--- config.mk ---
export PLATFORM = sky130hd
export DESIGN_NAME = pipeline_stall_ctrl_flat
export DESIGN_NICKNAME = d
export VERILOG_FILES = /design/src/rtl/core_pkg.sv /design/src/rtl/pipeline_stall_ctrl_if.sv /design/src/rtl/pipeline_stall_ctrl_sat_counter.sv /design/src/rtl/pipeline_stall_ctrl.sv /design/src/flat_wrapper.sv
export SDC_FILE = /design/constraint.sdc
export NUM_CORES = 1
export LEC_CHECK = 0
export CORE_MARGIN = 3
export CORE_UTILIZATION = 54
export CTS_CLUSTER_DIAMETER = 150
export DETAILED_ROUTE_END_ITERATION = 12
export PLACE_DENSITY = 0.85
export SYNTH_ARGS = -nofsm -noshare
export SYNTH_HDL_FRONTEND = slang
export SYNTH_SLANG_ARGS = --single-unit
--- constraint.sdc ---
create_clock -name clk -period 4.7 [get_ports clk]
set_input_delay 0.705 -clock clk [delete_from_list [all_inputs] [get_ports clk]]
set_output_delay 0.705 -clock clk [all_outputs]
set_load 0.01 [all_outputs]
--- src/rtl/core_pkg.sv ---
// Shared core definitions: FSM state codes, x0 index, NOP encoding
// and the pipeline control bundle used by the stall controller.
package core_pkg;

    localparam logic ST_RUN      = 1'b0;
    localparam logic ST_MEM_WAIT = 1'b1;

    localparam logic [4:0]  REG_X0   = 5'd0;
    localparam logic [31:0] NOP_INSN = 32'h00000013;

    typedef enum logic {
        S_RUN      = ST_RUN,
        S_MEM_WAIT = ST_MEM_WAIT
    } stall_state_e;

    typedef struct packed {
        logic pc_en;
        logic ifid_en;
        logic ifid_flush;
        logic idex_en;
        logic idex_flush;
        logic exma_en;
        logic mawb_en;
    } stall_ctrl_t;

    localparam stall_ctrl_t CTRL_RUN    = 7'b110_1011;
    localparam stall_ctrl_t CTRL_FREEZE = 7'b000_0000;
    localparam stall_ctrl_t CTRL_BRANCH = 7'b111_1111;
    localparam stall_ctrl_t CTRL_LDUSE  = 7'b000_1111;
    localparam stall_ctrl_t CTRL_RESET  = 7'b111_1111;

    function automatic logic load_use(
        input logic [4:0] rs1,
        input logic [4:0] rs2,
        input logic       use_rs1,
        input logic       use_rs2,
        input logic [4:0] rd,
        input logic       memread,
        input logic       regwen
    );
        logic w_match;
        w_match = (use_rs1 && (rs1 == rd)) || (use_rs2 && (rs2 == rd));
        return memread && regwen && (rd != REG_X0) && w_match;
    endfunction

endpackage

--- src/rtl/pipeline_stall_ctrl_if.sv ---
// Hazard inputs and pipeline-register controls of the stall controller.
// master: core top level (drives hazard info); slave: the controller.
interface pipeline_stall_ctrl_if #(
    parameter int CNT_W = 32
);
    logic [4:0]       rs1_id;
    logic [4:0]       rs2_id;
    logic             use_rs1_id;
    logic             use_rs2_id;
    logic [4:0]       rd_ex;
    logic             memread_ex;
    logic             regwen_ex;
    logic             br_taken_ex;
    logic             dmem_req_ma;
    logic             dmem_ready;
    logic             pc_en;
    logic             ifid_en;
    logic             ifid_flush;
    logic             idex_en;
    logic             idex_flush;
    logic             exma_en;
    logic             mawb_en;
    logic             mem_timeout;
    logic [CNT_W-1:0] stall_cnt;

    modport master (
        output rs1_id, rs2_id, use_rs1_id, use_rs2_id,
        output rd_ex, memread_ex, regwen_ex, br_taken_ex,
        output dmem_req_ma, dmem_ready,
        input  pc_en, ifid_en, ifid_flush, idex_en, idex_flush,
        input  exma_en, mawb_en, mem_timeout, stall_cnt
    );

    modport slave (
        input  rs1_id, rs2_id, use_rs1_id, use_rs2_id,
        input  rd_ex, memread_ex, regwen_ex, br_taken_ex,
        input  dmem_req_ma, dmem_ready,
        output pc_en, ifid_en, ifid_flush, idex_en, idex_flush,
        output exma_en, mawb_en, mem_timeout, stall_cnt
    );
endinterface

--- src/rtl/pipeline_stall_ctrl_sat_counter.sv ---
// Saturating up-counter with synchronous active-low reset.
// Ports: clk, reset_n, inc (count enable), count (never wraps).
module sat_counter #(
    parameter int W = 32
) (
    input  logic         clk,
    input  logic         reset_n,
    input  logic         inc,
    output logic [W-1:0] count
);
    logic [W-1:0] r_count;

    always_ff @(posedge clk) begin
        if (!reset_n) begin
            r_count <= '0;
        end else if (inc && (r_count != '1)) begin
            r_count <= r_count + W'(1);
        end
    end

    assign count = r_count;
endmodule

--- src/rtl/pipeline_stall_ctrl.sv ---
// Stall/flush controller: load-use bubble, branch squash, dmem freeze
// with timeout. Ports: clk, reset_n (sync, active-low), bus (slave).
module pipeline_stall_ctrl
    import core_pkg::*;
#(
    parameter int MEM_TIMEOUT = 16,
    parameter int CNT_W       = 32
) (
    input logic                  clk,
    input logic                  reset_n,
    pipeline_stall_ctrl_if.slave bus
);
    localparam logic [15:0] WCNT_LAST = 16'(MEM_TIMEOUT - 1);

    stall_state_e r_state;
    stall_state_e w_state_nxt;
    logic [15:0]  r_wcnt;
    logic [15:0]  w_wcnt_nxt;
    logic         r_mem_timeout;
    logic         w_timeout;
    logic         w_lu;
    logic         w_mw;
    stall_ctrl_t  w_ctrl;

    assign w_lu = load_use(bus.rs1_id, bus.rs2_id,
                           bus.use_rs1_id, bus.use_rs2_id,
                           bus.rd_ex, bus.memread_ex, bus.regwen_ex);
    assign w_mw = bus.dmem_req_ma && !bus.dmem_ready;

    always_ff @(posedge clk) begin
        if (!reset_n) begin
            r_state       <= S_RUN;
            r_wcnt        <= '0;
            r_mem_timeout <= 1'b0;
        end else begin
            r_state       <= w_state_nxt;
            r_wcnt        <= w_wcnt_nxt;
            r_mem_timeout <= w_timeout;
        end
    end

    always_comb begin
        w_state_nxt = r_state;
        w_wcnt_nxt  = r_wcnt;
        w_timeout   = 1'b0;
        w_ctrl      = CTRL_RUN;
        unique case (r_state)
            S_RUN: begin
                if (w_mw) begin
                    w_ctrl      = CTRL_FREEZE;
                    w_state_nxt = S_MEM_WAIT;
                    w_wcnt_nxt  = 16'd1;
                end else if (bus.br_taken_ex) begin
                    // Squash wins: the dependent insn dies anyway.
                    w_ctrl = CTRL_BRANCH;
                end else if (w_lu) begin
                    w_ctrl = CTRL_LDUSE;
                end
            end
            S_MEM_WAIT: begin
                if (bus.dmem_ready) begin
                    w_state_nxt = S_RUN;
                    w_wcnt_nxt  = '0;
                end else if (r_wcnt == WCNT_LAST) begin
                    // Abort: release now, trap path sees the pulse.
                    w_state_nxt = S_RUN;
                    w_wcnt_nxt  = '0;
                    w_timeout   = 1'b1;
                end else begin
                    w_ctrl     = CTRL_FREEZE;
                    w_wcnt_nxt = r_wcnt + 16'd1;
                end
            end
            default: begin
                w_state_nxt = S_RUN;
            end
        endcase
        // Reset fills every stage with NOPs.
        if (!reset_n) begin
            w_ctrl = CTRL_RESET;
        end
    end

    assign bus.pc_en       = w_ctrl.pc_en;
    assign bus.ifid_en     = w_ctrl.ifid_en;
    assign bus.ifid_flush  = w_ctrl.ifid_flush;
    assign bus.idex_en     = w_ctrl.idex_en;
    assign bus.idex_flush  = w_ctrl.idex_flush;
    assign bus.exma_en     = w_ctrl.exma_en;
    assign bus.mawb_en     = w_ctrl.mawb_en;
    assign bus.mem_timeout = r_mem_timeout;

    sat_counter #(
        .W(CNT_W)
    ) u_stall_cnt (
        .clk    (clk),
        .reset_n(reset_n),
        .inc    (!w_ctrl.pc_en && reset_n),
        .count  (bus.stall_cnt)
    );
endmodule

--- src/flat_wrapper.sv ---
// flat-port wrapper written by rule: the top's interface ports become plain ports
module pipeline_stall_ctrl_flat import core_pkg::*;
#(
    parameter int MEM_TIMEOUT = 16,
    parameter int CNT_W       = 32
)
  (clk, reset_n, bus_rs1_id, bus_rs2_id, bus_use_rs1_id, bus_use_rs2_id, bus_rd_ex, bus_memread_ex, bus_regwen_ex, bus_br_taken_ex, bus_dmem_req_ma, bus_dmem_ready, bus_pc_en, bus_ifid_en, bus_ifid_flush, bus_idex_en, bus_idex_flush, bus_exma_en, bus_mawb_en, bus_mem_timeout, bus_stall_cnt);
  pipeline_stall_ctrl_if #(.CNT_W(CNT_W)) bus_i ();
  input logic clk;
  input logic reset_n;
  input wire logic [$bits(bus_i.rs1_id)-1:0] bus_rs1_id;
  input wire logic [$bits(bus_i.rs2_id)-1:0] bus_rs2_id;
  input wire logic [$bits(bus_i.use_rs1_id)-1:0] bus_use_rs1_id;
  input wire logic [$bits(bus_i.use_rs2_id)-1:0] bus_use_rs2_id;
  input wire logic [$bits(bus_i.rd_ex)-1:0] bus_rd_ex;
  input wire logic [$bits(bus_i.memread_ex)-1:0] bus_memread_ex;
  input wire logic [$bits(bus_i.regwen_ex)-1:0] bus_regwen_ex;
  input wire logic [$bits(bus_i.br_taken_ex)-1:0] bus_br_taken_ex;
  input wire logic [$bits(bus_i.dmem_req_ma)-1:0] bus_dmem_req_ma;
  input wire logic [$bits(bus_i.dmem_ready)-1:0] bus_dmem_ready;
  output wire logic [$bits(bus_i.pc_en)-1:0] bus_pc_en;
  output wire logic [$bits(bus_i.ifid_en)-1:0] bus_ifid_en;
  output wire logic [$bits(bus_i.ifid_flush)-1:0] bus_ifid_flush;
  output wire logic [$bits(bus_i.idex_en)-1:0] bus_idex_en;
  output wire logic [$bits(bus_i.idex_flush)-1:0] bus_idex_flush;
  output wire logic [$bits(bus_i.exma_en)-1:0] bus_exma_en;
  output wire logic [$bits(bus_i.mawb_en)-1:0] bus_mawb_en;
  output wire logic [$bits(bus_i.mem_timeout)-1:0] bus_mem_timeout;
  output wire logic [$bits(bus_i.stall_cnt)-1:0] bus_stall_cnt;
  assign bus_i.rs1_id = bus_rs1_id;
  assign bus_i.rs2_id = bus_rs2_id;
  assign bus_i.use_rs1_id = bus_use_rs1_id;
  assign bus_i.use_rs2_id = bus_use_rs2_id;
  assign bus_i.rd_ex = bus_rd_ex;
  assign bus_i.memread_ex = bus_memread_ex;
  assign bus_i.regwen_ex = bus_regwen_ex;
  assign bus_i.br_taken_ex = bus_br_taken_ex;
  assign bus_i.dmem_req_ma = bus_dmem_req_ma;
  assign bus_i.dmem_ready = bus_dmem_ready;
  assign bus_pc_en = bus_i.pc_en;
  assign bus_ifid_en = bus_i.ifid_en;
  assign bus_ifid_flush = bus_i.ifid_flush;
  assign bus_idex_en = bus_i.idex_en;
  assign bus_idex_flush = bus_i.idex_flush;
  assign bus_exma_en = bus_i.exma_en;
  assign bus_mawb_en = bus_i.mawb_en;
  assign bus_mem_timeout = bus_i.mem_timeout;
  assign bus_stall_cnt = bus_i.stall_cnt;
  pipeline_stall_ctrl #(.MEM_TIMEOUT(MEM_TIMEOUT), .CNT_W(CNT_W)) u_core (.clk(clk), .reset_n(reset_n), .bus(bus_i));
endmodule
# ---- Word-level counts from Yosys, hierarchy flattened
# Index checks and enable logic that the tools add are counted.
dict set report totals {
  ff_bits 50
  latch_bits 0
  mem_bits_rw 0
  romBits 0
  inputBits 24
  output_inout_bits 40
  elab_cells 42
  n_memories 0
}
dict set report classes {
  n_addsub 2
  mul 0
  div 0
  n_lt_le_gt_ge 0
  n_eq_ne 5
  n_shift 0
  n_mux 16
  bitwise_logic 2
  reduce_logical 13
}
# operator count
set op_table {}
lappend op_table {{16-bit two-way mux} 3}
lappend op_table {{7-bit two-way mux} 6}
lappend op_table {{32-bit by 1-bit adder with 32-bit output (second input constant)} 1}
lappend op_table {{32-bit != test (second input constant)} 1}
lappend op_table {{16-bit one-hot mux with 2 select lines} 1}
lappend op_table {{16-bit by 1-bit adder with 16-bit output (second input constant)} 1}
lappend op_table {{16-bit by 4-bit equality test with 1-bit output (second input constant)} 1}
lappend op_table {{7-bit one-hot mux with 2 select lines} 1}
lappend op_table {{5-bit equality test} 2}
lappend op_table {{1-bit logical AND} 8}
lappend op_table {{5-bit nonzero test} 1}
lappend op_table {{1-bit two-way mux} 4}
lappend op_table {{3-bit OR reduction} 1}
lappend op_table {{1-bit zero test} 2}
lappend op_table {{2-bit by 1-bit != test with 1-bit output (second input constant)} 1}
lappend op_table {{1-bit inverter} 2}
lappend op_table {{1-bit one-hot mux with 2 select lines} 1}
lappend op_table {{1-bit logical OR} 1}

# ---- Logic depth before layout (Yosys ltp)
dict set report logic_depth {
  depth_word 12
  depth_mapped 10
  depth_no_buf 7
}

# ---- Modules after synthesis
# A second synthesis with hierarchy kept.
dict set report hier_totals {
  hier_cells 341
  area_unflattened_um2 2842.7
}
# mod n_inst cells_each area_per_inst_um2 seq_area_each_um2
set by_module_without_submodules {}
lappend by_module_without_submodules {sat_counter 1 200 1704.1 640.6}
lappend by_module_without_submodules {pipeline_stall_ctrl 1 141 1138.6 360.3}

# ---- Worst setup path before layout
# OpenSTA, ideal clock, no wires.
dict set report synth_timing {
  path_kind {input -> output}
  start {input port bus_rd_ex[1]}
  end {output port bus_pc_en}
  arrival_ps 2242
  t_required_ps 3995
  setup_slack_ps 1753
  stages 9
  path_buffers 4
  path_cell_list {or4_1 o211ai_2 nor2_1 a31o_2 inv_2 buf_4 buf_6 buf_6 buf_4}
}
dict set report synth_between {
  elab_chain_cells 9
  word_cells_on_any_way 13
  cone_classes {2 x eq/ne; 5 x mux; 6 x reduce/logical}
}
# item line
set synth_rtl {}
lappend synth_rtl {{start: declaration} flat_wrapper.sv:15} ;# input wire logic [$bits(bus_i.rd_ex)-1:0] bus_rd_ex;
lappend synth_rtl {{5-bit equality test} core_pkg.sv:42} ;# w_match = (use_rs1 && (rs1 == rd)) || (use_rs2 && (rs2 == rd));
lappend synth_rtl {{1-bit logical AND} core_pkg.sv:42}
lappend synth_rtl {{1-bit logical OR} core_pkg.sv:42}
lappend synth_rtl {{1-bit logical AND *} core_pkg.sv:43} ;# return memread && regwen && (rd != REG_X0) && w_match;
lappend synth_rtl {{7-bit two-way mux *} pipeline_stall_ctrl.sv:56} ;# end else if (w_lu) begin
lappend synth_rtl {{7-bit two-way mux *} pipeline_stall_ctrl.sv:53} ;# end else if (bus.br_taken_ex) begin
lappend synth_rtl {{7-bit two-way mux *} pipeline_stall_ctrl.sv:49} ;# if (w_mw) begin
lappend synth_rtl {{7-bit one-hot mux with 2 select lines *} pipeline_stall_ctrl.sv:47} ;# unique case (r_state)
lappend synth_rtl {{7-bit two-way mux *} pipeline_stall_ctrl.sv:79} ;# if (!reset_n) begin
lappend synth_rtl {{end: declaration} flat_wrapper.sv:21} ;# output wire logic [$bits(bus_i.pc_en)-1:0] bus_pc_en;
# Every way passes the cells marked *; elsewhere a longest branch is shown, timed or not.

# ---- Worst setup path in the final report
dict set report layout_timing {
  start {input port bus_rd_ex[1]}
  end {output port bus_ifid_en}
}
dict set report layout_between {
  elab_chain_cells 9
  word_cells_on_any_way 13
  cone_classes {2 x eq/ne; 5 x mux; 6 x reduce/logical}
}
# item line
set layout_rtl {}
lappend layout_rtl {{5-bit equality test} core_pkg.sv:42}
lappend layout_rtl {{1-bit logical AND} core_pkg.sv:42}
lappend layout_rtl {{1-bit logical OR} core_pkg.sv:42}
lappend layout_rtl {{1-bit logical AND *} core_pkg.sv:43}
lappend layout_rtl {{7-bit two-way mux *} pipeline_stall_ctrl.sv:56}
lappend layout_rtl {{7-bit two-way mux *} pipeline_stall_ctrl.sv:53}
lappend layout_rtl {{7-bit two-way mux *} pipeline_stall_ctrl.sv:49}
lappend layout_rtl {{7-bit one-hot mux with 2 select lines *} pipeline_stall_ctrl.sv:47}
lappend layout_rtl {{7-bit two-way mux *} pipeline_stall_ctrl.sv:79}
lappend layout_rtl {{end: declaration} flat_wrapper.sv:22} ;# output wire logic [$bits(bus_i.ifid_en)-1:0] bus_ifid_en;
# Marked as above.

==> results.md <==
- CTS tree: done
- Hold_buf cts: 0
- Post-DP HPWL: ~4.7 mm
- Core area: approximately 4800 sq um
- TritonRoute pass-1 iters: 4
- Worst Path Arrival: roughly 3.2 ns
- Leakage power: between 1 and 1.5 nW
- Synth top area cells: dfxtp_1 36%, nand2_1 5.7%, a21oi_1 5.0%, o31ai_1 4.3%, or4_1 4.3%
- Synth top area share: 0.360
- Number of flops mapped to enable cells by yosys: 0
- FF-to-FF path depth: 8
- Post-synth top area cell: dfxtp_1
- Rel. slew slack: 0.357
- F_max: approximately 0.25 GHz
- Filler Cell Count: 391
- CP Capture Type: output pin
- Num CTS Buffers: 5
- Global-route congestion overflow total: 0
- Net count of the mapped netlist: around 360
- Worst hold path type: reg -> reg
- Syn Inst Count: 335
- Slowest stage cell, crit path: clkdlybuf4s50_1
- Row Count: 25
- Clock buffer depth: 2
- Top Ports: 64
- Seq/Total Area, Yosys: 0.360
- Post-Syn Area: between 2000 and 3000 sq um
- Critical path peak fanout: 30
- Global-route wire length before repair: 10.9 mm
- Worst-margin pin slew: between 0.9 and 1 ns
- Tmin final: between 3 and 4 ns
- # diodes: 0
- Status: finished, final reports clean
- Total clock sinks: 50
- Post-detailed-route count of antenna-violating nets: 0
- Die Span X: just under 80 um
- Yosys reg bits: 50
- H-tree levels: 2
- RSZ-0062 raised after global routing: no
- Port Buffers: 63
- Period utilization: 0.836
- Pwr dens: 221 nW/um^2
- Setup TNS: 0 ns
- Worst vdd ir: ~0.16 mV
- Post-Place Setup Slack: between 0.7 and 0.8 ns
- Setup violators final: 0
- Latest clock arrival within the worst-skew pair: ~0.3 ns
- Root Buffer: clkbuf_8
- Gpl congestion: between 0.8 and 0.9
- Worst Setup Start Kind: input pin
- Worst setup margin: between 0.7 and 0.8 ns
- Synth warn: 0
- R2R Setup Slk: about 2.1 ns
- Wirelength per Cell: 14.1 um
- Gr usage total: 0.216
- Initial antenna violation count: 0
- Avg Inst Size Synth: approximately 8.3 sq um
- Reg-to-Reg Start: u_core.r_wcnt[0]
- Hold Vio Cnt, Final: 0
- Die Height: just under 80 um
- Area delta synth->final: 26.0%
- Setup CP Type: in -> out
- Drt total wl: around 6.4 mm
- Main flop type after synthesis: dfxtp_1
- Area of the multi-input gates: approximately 1600 sq um
- Starting density of the core: 0.573
- Hold Path Origin: u_core.r_wcnt[15]
- CTS resizes: 0
- Die area: 6040 sq um
- Critical Path RT: 3.99 ns
- Async S/R FF share, synth: 0
- Nets: 415
- Reg-to-reg endpoint: u_core.u_stall_cnt.count[20]
- Vias per cell: ~6
- DRT iter0 DRCs: around 190
- Vias in the first global route: about 2,400
- Most common cell on crit path: clkdlybuf4s50_1
- Hold Path Stages: 1
- Worst path cell trace: clkdlybuf4s50_1 -> or4_1 -> o211ai_2 -> nor2_1 -> a31o_2 -> inv_2 -> clkdlybuf4s50_1
- Largest net degree at the start of global routing: 31
- Via count: about 2,700
- Slew Viols, Final: 0
- Hold path endpoint: u_core.r_wcnt[15]
- Clk slew on worst S/H paths: approximately 0.080 ns
- Skew final: between 0.009 and 0.01 ns
- Max incr delay on CP: ~0.63 ns
- Share of layout cells above drive strength 1: 0.0590
- Synth cell types: 55
- Max Cap Viol: 0
- Register area: between 1000 and 1500 sq um
- DRC: 0
- Postcts setup bufs: 0
layout by cell type (no fill, tap or decap), drive strengths merged, types with 12 or more instances in the layout:
cell type	count
nand2	42
or4	16
clkdlybuf4s50	63
a21oi	29
nand3	17
nand4	13
o31ai	16
nor2	17
dfxtp	50
o21ai	12
cells in the mapped netlist, types with 2 or more instances:
master	instances
a21oi_1	28
a311oi_1	2
a31oi_1	3
and2_1	2
and3_1	7
and4_1	5
buf_2	4
buf_4	6
buf_6	2
clkbuf_1	7
dfxtp_1	50
ha_1	2
inv_1	6
mux2i_1	6
nand2_1	42
nand2b_1	3
nand3_1	15
nand3_2	2
nand4_1	13
nor2_1	17
nor3_1	5
nor3b_1	4
nor4_1	3
nor4_2	2
o211ai_1	3
o21a_1	4
o21ai_0	3
o21ai_1	9
o31ai_1	16
or3_1	8
or4_1	16
xnor2_1	11
xor2_1	7
cell families after synthesis:
family,count (synthesis),synth area share
fa+ha+maj,2,0.00901
compound gates,82,0.191
simple gates,151,0.311
xor+xnor,18,0.0568
buf+inv,26,0.0504
flops,50,0.360
mux,6,0.0216
final cells by class:
class,count,area share
sequential,50,0.286
tap,67,0.0240
timing repair buffer,66,0.187
clock inverter,2,0.00465
clock buffer,6,0.0236
inverter,7,0.00751
multi-input combinational,259,0.468
per-stage QoR:
stage | hold WS [ns] | cell area [sq um] | total power [mW] | instances | utilization
after floorplan | 0.450 | 2780 | 0.479 | 335 | -
after global placement | 0.467 | 3400 | 0.513 | 449 | 0.701
after detailed placement | 0.473 | 3400 | 0.514 | 449 | 0.701
after CTS | 0.490 | 3500 | 0.778 | 457 | 0.722
after global routing | 0.529 | 3500 | 0.804 | 457 | 0.722
final | 0.497 | 3500 | 0.772 | 457 | 0.722
power breakdown:
part | total [mW] | switching, mW | leakage, nW | internal, mW
clock network | 0.268 | 0.147 | 0.0478 | 0.121
logic | 0.0747 | 0.0368 | 0.632 | 0.0379
registers | 0.429 | 0.00349 | 0.403 | 0.426
total | 0.772 | 0.187 | 1.08 | 0.585
sequential cells by signal, indices dropped and copies added, names as in the netlist:
| register | cells |
|---|---|
| u_core.u_stall_cnt.count | 32 |
| u_core.r_wcnt | 16 |
| u_core.bus.mem_timeout | 1 |
| u_core.r_state | 1 |
critical path, delay by kind of cell:
| kind | cells | cell delay, ns |
|---|---|---|
| buffers and inverters | 3 | 1.45 |
| AND/OR/NAND/NOR | 2 | 0.61 |
| AO/OA/AOI/OAI | 2 | 0.44 |
routing by layer:
metal,global-route usage,routed length [um]
met1,0.279,3040
met2,0.371,3120
met3,0.0394,227
met4,0.0498,65
met5,0,0
worst max-delay path by stage:
stage,start,to
2_1_floorplan,bus_rd_ex[1],bus_pc_en
3_3_place_gp,bus_rd_ex[1],bus_pc_en
3_5_place_dp,bus_rd_ex[1],bus_ifid_en
4_1_cts,bus_rd_ex[1],bus_ifid_en
5_1_grt,bus_rd_ex[1],bus_pc_en
6_report,bus_rd_ex[1],bus_ifid_en
No activity file was read; power rests on OpenSTA's default activity.
